$ cat config.mk
export PLATFORM = sky130hd
export DESIGN_NAME = pc_fetch_ctrl
export DESIGN_NICKNAME = d
export VERILOG_FILES = /design/src/rtl/pc_fetch_ctrl.sv
export SDC_FILE = /design/constraint.sdc
export NUM_CORES = 1
export LEC_CHECK = 0
export BUFFER_PORTS_ARGS = -buffer_cell sky130_fd_sc_hd__buf_4
export CORE_MARGIN = 3
export CORE_UTILIZATION = 54
export CTS_CLUSTER_DIAMETER = 30
export DETAILED_ROUTE_END_ITERATION = 7
export MAX_ROUTING_LAYER = met4
export PLACE_DENSITY = 0.92
export SYNTH_ARGS = -nofsm -noshare
export SYNTH_HDL_FRONTEND = slang
export SYNTH_SLANG_ARGS = --single-unit
$ cat constraint.sdc
create_clock -name i_clk -period 2.9 [get_ports i_clk]
set_input_delay 0.58 -clock i_clk [delete_from_list [all_inputs] [get_ports i_clk]]
set_output_delay 0.58 -clock i_clk [all_outputs]
set_load 0.02 [all_outputs]
$ cat src/rtl/pc_fetch_ctrl.sv
// pc_fetch_ctrl: owns the PC, issues req/ack imem reads and holds one fetched instruction for decode.
// Redirects retarget the PC; a redirect during an outstanding read drains that read before refetching.
module pc_fetch_ctrl #(
    parameter logic [31:0] RESET_PC   = 32'h0,
    parameter int          WAIT_LIMIT = 255
) (
    input  logic        i_clk,
    input  logic        i_clr_n,
    input  logic        i_stall,
    input  logic        i_redirect_valid,
    input  logic [1:0]  i_redirect_type,
    input  logic        i_branch_taken,
    input  logic [31:0] i_redirect_pc,
    input  logic [31:0] i_branch_off,
    input  logic [31:0] i_jump_addr,
    output logic        o_imem_req,
    output logic [31:0] o_imem_addr,
    input  logic        i_imem_ack,
    input  logic [31:0] i_imem_rdata,
    output logic        o_fetch_valid,
    input  logic        i_fetch_ready,
    output logic [31:0] o_fetch_pc,
    output logic [31:0] o_fetch_instr,
    output logic        o_fetch_err
);
    localparam logic [1:0] PC_ADDR_BRANCH = 2'd1;
    localparam logic [1:0] PC_ADDR_JUMP   = 2'd2;

    typedef enum logic [1:0] {S_BOOT, S_REQ, S_HOLD, S_DRAIN} state_t;

    state_t      r_state, w_state_nx;
    logic [31:0] r_pc, w_pc_nx, r_addr;
    logic        r_valid, w_valid_nx;
    logic [31:0] r_fpc, w_fpc_nx, r_instr, w_instr_nx;
    logic [15:0] r_wait;
    logic        r_err;
    logic        w_redir, w_drain;
    logic [31:0] w_tgt;

    assign w_redir = i_redirect_valid & ((i_redirect_type == PC_ADDR_JUMP) |
                     ((i_redirect_type == PC_ADDR_BRANCH) & i_branch_taken));
    assign w_tgt   = (i_redirect_type == PC_ADDR_JUMP) ? i_jump_addr
                   : i_redirect_pc + 32'd1 + i_branch_off;
    assign w_drain = r_valid & i_fetch_ready;

    assign o_imem_req    = (r_state == S_REQ) | (r_state == S_DRAIN);
    assign o_imem_addr   = r_addr;
    assign o_fetch_valid = r_valid;
    assign o_fetch_pc    = r_fpc;
    assign o_fetch_instr = r_instr;
    assign o_fetch_err   = r_err;

    always_comb begin
        w_state_nx = r_state;
        w_pc_nx    = r_pc;
        w_valid_nx = r_valid;
        w_fpc_nx   = r_fpc;
        w_instr_nx = r_instr;
        case (r_state)
            S_BOOT: w_state_nx = S_REQ;
            S_REQ: begin
                if (w_redir) begin
                    w_pc_nx    = w_tgt;
                    w_valid_nx = 1'b0;
                    w_state_nx = i_imem_ack ? S_REQ : S_DRAIN;
                end else if (i_imem_ack) begin
                    w_instr_nx = i_imem_rdata;
                    w_fpc_nx   = r_pc;
                    w_valid_nx = 1'b1;
                    w_pc_nx    = r_pc + 32'd1;
                    w_state_nx = S_HOLD;
                end
            end
            S_HOLD: begin
                if (w_redir) begin
                    w_pc_nx    = w_tgt;
                    w_valid_nx = 1'b0;
                    w_state_nx = i_stall ? S_HOLD : S_REQ;
                end else begin
                    w_valid_nx = r_valid & ~w_drain;
                    w_state_nx = ((~r_valid | w_drain) & ~i_stall) ? S_REQ : S_HOLD;
                end
            end
            default: begin
                // the in-flight read belongs to the old path: wait it out, never capture it
                w_pc_nx    = w_redir ? w_tgt : r_pc;
                w_state_nx = i_imem_ack ? (i_stall ? S_HOLD : S_REQ) : S_DRAIN;
            end
        endcase
    end

    always_ff @(posedge i_clk or negedge i_clr_n) begin
        if (!i_clr_n) begin
            r_state <= S_BOOT;
            r_pc    <= RESET_PC;
            r_addr  <= RESET_PC;
            r_valid <= 1'b0;
            r_fpc   <= 32'h0;
            r_instr <= 32'h0;
            r_wait  <= 16'h0;
            r_err   <= 1'b0;
        end else begin
            r_state <= w_state_nx;
            r_pc    <= w_pc_nx;
            r_addr  <= (w_state_nx == S_REQ) ? w_pc_nx : r_addr;
            r_valid <= w_valid_nx;
            r_fpc   <= w_fpc_nx;
            r_instr <= w_instr_nx;
            if (o_imem_req & ~i_imem_ack) begin
                r_wait <= (r_wait == 16'(WAIT_LIMIT)) ? r_wait : r_wait + 16'd1;
                r_err  <= r_err | (r_wait >= 16'(WAIT_LIMIT - 1));
            end else if (i_imem_ack) begin
                r_wait <= 16'h0;
            end
        end
    end
endmodule

[Word level (Yosys, flattened, before mapping)]
Cells that the tools add are included.
Widths: inputs -> output; s select.
Word-level totals
  flip-flop bits (word level): 148
  input port bits: 137
  output and inout port bits: 99
  logic and storage cells: 63
Operators by class
  add/subtract/negate cells: 4
  magnitude comparators: 1
  eq/ne operators: 9
  mux-type cells: 20
  bitwise operators: 15
  reduce and logical (&&, ||, !) cells: 6
Operators by type and width (number)
  $mux 32: 4
  $add 32x1->32 const B: 2
  $pmux 32 s2: 1
  $mux 16: 3
  $add 32x32->32: 1
  $add 16x1->16 const B: 1
  $eq 16x8->1 const B: 1
  $ge 16x8->1 const B: 1
  $mux 2: 7
  $and 1x1->1: 6
  $eq 2x1->1 const B: 3
  $eq 2x2->1 const B: 3
  $pmux 2 s3: 1
  $not 1->1: 5
  $or 1x1->1: 4
  $reduce_and 2->1: 2
  $reduce_bool 2->1: 2
  $mux 1: 3
  $ne 3x3->1 const B: 1
  $reduce_and 3->1: 1
  $logic_not 2->1: 1
  $ne 2x2->1 const B: 1
  $pmux 1 s2: 1

[Logic depth before layout (Yosys ltp)]
  depth after elaboration: 7
  gate-level depth with buffers: 13
  mapped depth without buffers: 13

[Least setup slack after synthesis]
OpenSTA, ideal clock, no wires.
  path type: input port to flip-flop
  start: input i_redirect_pc[0]
  end: register r_addr[26] (netlist: o_imem_addr[26])
  library setup time: 0.125 ns
  data arrival time: 2.812 ns
  path slack: -0.037 ns
  stages on the path: 13
  buffers on the path: 0
  cells stage by stage: inv_1 ha_1 inv_1 fa_1 a211oi_1 nor3_1 o21ai_1 a21oi_1 or2_1 o31ai_4 mux2i_1 a21o_1 mux2_2
On the way
  cells in the longest elaborated chain, start to end: 5
RTL lines
  start, declared: RTL line 13  | input logic [31:0] i_redirect_pc,
  $add 32x1->32 *: RTL line 43  | : i_redirect_pc + 32'd1 + i_branch_off;
  $add 32x32->32 *: RTL line 43
  $mux 32 *: RTL line 42  | assign w_tgt = (i_redirect_type == PC_ADDR_JUMP) ? i_jump_addr
  $mux 32 (on tied branches): RTL line 75, 86, 62
  $pmux 32 s2 *: RTL line 59  | case (r_state)
  via w_pc_nx[26]: RTL line 32  | logic [31:0] r_pc, w_pc_nx, r_addr;
  end signal, assigned: RTL line 105  | r_addr <= (w_state_nx == S_REQ) ? w_pc_nx : r_addr;
  end, declared: RTL line 32
The timed path passes the listed nets; every way through them passes the cells marked *.
A chain may end at the register's enable or synchronous reset.

[Final worst setup path]
  start: input i_branch_off[0]
  end: register r_addr[26] (netlist: o_imem_addr[26])
On the way
  cells in the longest elaborated chain, start to end: 4
RTL lines
  start, declared: RTL line 14  | input logic [31:0] i_branch_off,
  $add 32x32->32 *: RTL line 43
  $mux 32 *: RTL line 42
  $mux 32 (on tied branches): RTL line 75, 86, 62
  $pmux 32 s2 *: RTL line 59
  via w_pc_nx[26]: RTL line 32
Marked as above.

==> flow_metrics.tcl <==
set metrics [dict create \
    p_clk_share_pct 19.0 \
    first_pass_iters 8 \
    clk_pin_slew_worst_paths_ps 70 \
    cts_max_path_buffers 2 \
    synth.net_count 1139 \
    relSlewSlack_pct 68.2 \
    ys_top_cells_by_area "dfrtp_1 41%, mux2_2 10%, a21oi_1 4.9%, ha_1 4.8%, nand2_1 4.4%" \
    setup.worst_path.start_class "input port" \
    p_sw_mw 4.81 \
    io_buffers 235 \
    layout_worst_path_cycle_share_pct 96.4 \
    path_class "in2reg" \
    p_int_mw 6.79 \
    drc_errors 1 \
    min_path_type "in2async" \
    multiInputGateArea_sq_mm 0.00508 \
    postCtsSetupRepairBufs 0 \
    ys_warn_count 0 \
    synthDistinctLibCells 82 \
    r2r_slack_ps 270 \
    p_leak_nw 5.47 \
    ant_nets 0 \
    synthArstFlopShare_pct 100 \
    core_sq_mm 0.0162 \
    rows 46 \
    areaGrowthSynthToFinish_pct 33.3 \
    layout-drive-gt1-share_pct 36.4 \
    ir_worst_vdd_v 0.000665 \
    total_power_mw 11.6 \
    worst_slew_pin_slew_ps 474 \
    rsz0062_at_grt "no" \
    grt_max_degree 63 \
    violations "DRC" \
    cts_buffers 17 \
    synth_top_area_share_pct 40.8 \
    start_util_pct 56.1 \
    gp_congestion 0.944 \
    path_max_fanout 3 \
    avgViaCountPerCell 6.26 \
    post-route-util_pct 74.8 \
    antenna_found_initial 0 \
    final.fill_count 1067 \
    diodes 0 \
    grt-ovfl-total 0 \
    regArea_sq_mm 0.00370 \
    synthCells 966 \
    grt_pass1_vias 8983 \
    dp_hpwl_microns 22300 \
    synthesis.area_sq_mm 0.00908 \
    dieArea_sq_mm 0.0184 \
    status "finished, violations left" \
    nNetsFinal 1414 \
    pwr_density_cell_mw_per_mm2 959 \
    worstPathArrival_ps 3120 \
    synth.avg_cell_area_sq_um 9.40 \
    gr-usage-all-layers_pct 33.3 \
    worstSkewPairLatency_ps 430 \
    clock_skew_ps 11.6 \
    wl_per_cell_microns 20.4 \
    vias 9201 \
    hold_violations 0 \
    chipHeight_microns 136 \
    timing.fmax_mhz 358 \
    synth_edf_count 0 \
    wl_microns 29900 \
    ys.flop_type "dfrtp_1" \
    period_needed_ps 2800 \
    io-pin-count 236 \
    power_frac_seq_pct 32.8 \
    cts_tree "built" \
    p_sw_share_pct 41.4 \
    yosysSeqAreaShare_pct 40.8 \
    combPwrFrac_pct 48.2 \
    dieWidth_microns 136 \
    grt_pass1_wl_microns 46800 \
    htree_levels 4 \
    synth_largest_area_cell "dfrtp_1" \
    end_kind "register" \
    clkSinkCount 148 \
    crit_required_ps 3220 \
    root_buffer "clkbuf_16" \
    maxCapViolCount 0 \
    ys_seq_elements 148 \
    report.final.slew_viol_count 0 \
    first_iter_violations 1250 \
    setup_viol 0 \
]
==> layout make-up <==
cell class / count / area share, %
multi-input combinational: 743 / 42.0
sequential: 148 / 30.6
timing repair buffer: 314 / 19.8
clock buffer: 20 / 3.77
tap: 216 / 2.23
clock inverter: 12 / 1.06
inverter: 17 / 0.527
==> Yosys cell counts (6+ instances only) <==
| cell type | instances |
|---|---|
| a211oi_1 | 7 |
| a21o_1 | 15 |
| a21oi_1 | 88 |
| a31oi_1 | 11 |
| and2_1 | 6 |
| and3_1 | 7 |
| buf_2 | 25 |
| clkbuf_1 | 31 |
| dfrtp_1 | 148 |
| ha_1 | 35 |
| inv_1 | 16 |
| mux2_1 | 7 |
| mux2_2 | 82 |
| nand2_1 | 107 |
| nand3_1 | 26 |
| nand4_1 | 22 |
| nor2_1 | 69 |
| nor3_1 | 15 |
| o211ai_1 | 7 |
| o21a_1 | 6 |
| o21ai_0 | 61 |
| o21ai_1 | 10 |
| or3_1 | 9 |
| xnor2_1 | 18 |
| xor2_1 | 23 |
==> per-layer routing <==
layer,up-vias,wire [microns],track usage (%)
met5,-,0,-
met2,572,14800,54.0
met4,0,1340,14.6
met1,4393,11100,40.4
li1,4093,-,-
met3,143,2720,6.72
==> placed cells by master, fill, tap and decap left out, types with 5 or more instances in the layout <==
cell / count
a211oi_1: 6
a21o_1: 15
a21oi_1: 87
a31oi_1: 11
and2_1: 5
and3_1: 7
buf_4: 310
clkbuf_16: 17
dfrtp_1: 148
ha_1: 35
inv_1: 16
mux2_1: 7
mux2_2: 82
nand2_1: 107
nand2b_1: 5
nand3_1: 26
nand4_1: 22
nor2_1: 69
nor3_1: 15
nor4_1: 5
o211ai_1: 7
o21a_1: 6
o21ai_0: 60
o21ai_1: 10
o22ai_1: 5
o31ai_1: 5
o32ai_1: 5
or3_1: 9
xnor2_1: 18
xor2_1: 23
==> critical path: stages <==
cell and delay, ps:
buf_4 110, inv_1 70, ha_1 140, inv_1 50
fa_2 370, a211oi_2 240, nor3_1 100, o21ai_1 270
a21oi_2 140, or2_4 270, o31ai_4 210, mux2i_1 110
a21o_1 190, mux2_2 260
==> worst paths after layout <==
| kind | startpoint | depth (start not counted) | end |
|---|---|---|---|
| worst max-delay path | i_branch_off[0] | 14 | o_imem_addr[26] |
| worst min-delay path | i_clr_n | 1 | o_imem_addr[12] |
| worst max register to register | r_pc[6] | 8 | o_imem_addr[22] |
| worst min register to register | r_wait[15] | 1 | r_wait[15] |
| max in group asynchronous | i_clr_n | 2 | o_fetch_instr[22] |
| min in group i_clk | i_imem_rdata[15] | 2 | o_fetch_instr[15] |
==> flip-flops by register name (all words and copies together) (netlist names) <==
name / cells
o_fetch_err: 1
o_fetch_valid: 1
r_state: 2
r_wait: 16
o_fetch_pc: 32
o_fetch_instr: 32
o_imem_addr: 32
r_pc: 32
==> power by group through the flow <==
stage / sequential (mW) / combinational (mW) / clock (mW)
after floorplan: 4.34 / 2.53 / 0
after global routing: 3.90 / 5.93 / 2.30
after detailed placement: 3.78 / 5.49 / 0
after CTS: 3.77 / 5.54 / 2.21
final: 3.81 / 5.60 / 2.20
after global placement: 3.73 / 5.33 / 0
==> cells by family after synthesis <==
logic type / synth area share, %
muxes: 11.5
xor gates and xnor gates: 3.95
adders and majority gates: 5.04
and+or+nand+nor: 16.6
buffers and inverters: 3.49
AOI/OAI and AO/OA: 18.6
DFF: 40.8
==> repair_timing <==
item | 4_1_cts | 5_1_grt
gates resized for setup | 0 | 4
setup endpoints to repair | 0 | 8
hold buffers | 0 | 0
==> metrics by stage <==
| step | worst slack (ps) | area [sq um] | hold WS, ps | instances | setup TNS, ps |
|---|---|---|---|---|---|
| 2_1_floorplan | 62.8 | 9090 | 284 | 966 | 0 |
| 3_3_place_gp | -250 | 11500 | 464 | 1438 | -2280 |
| 3_5_place_dp | -379 | 11500 | 467 | 1438 | -5420 |
| 4_1_cts | 76.1 | 12100 | 90.8 | 1470 | 0 |
| 5_1_grt | 6.02 | 12100 | 107 | 1470 | 0 |
| 6_report | 104 | 12100 | 75.1 | 1470 | 0 |
No activity file was read; power rests on OpenSTA's default activity.
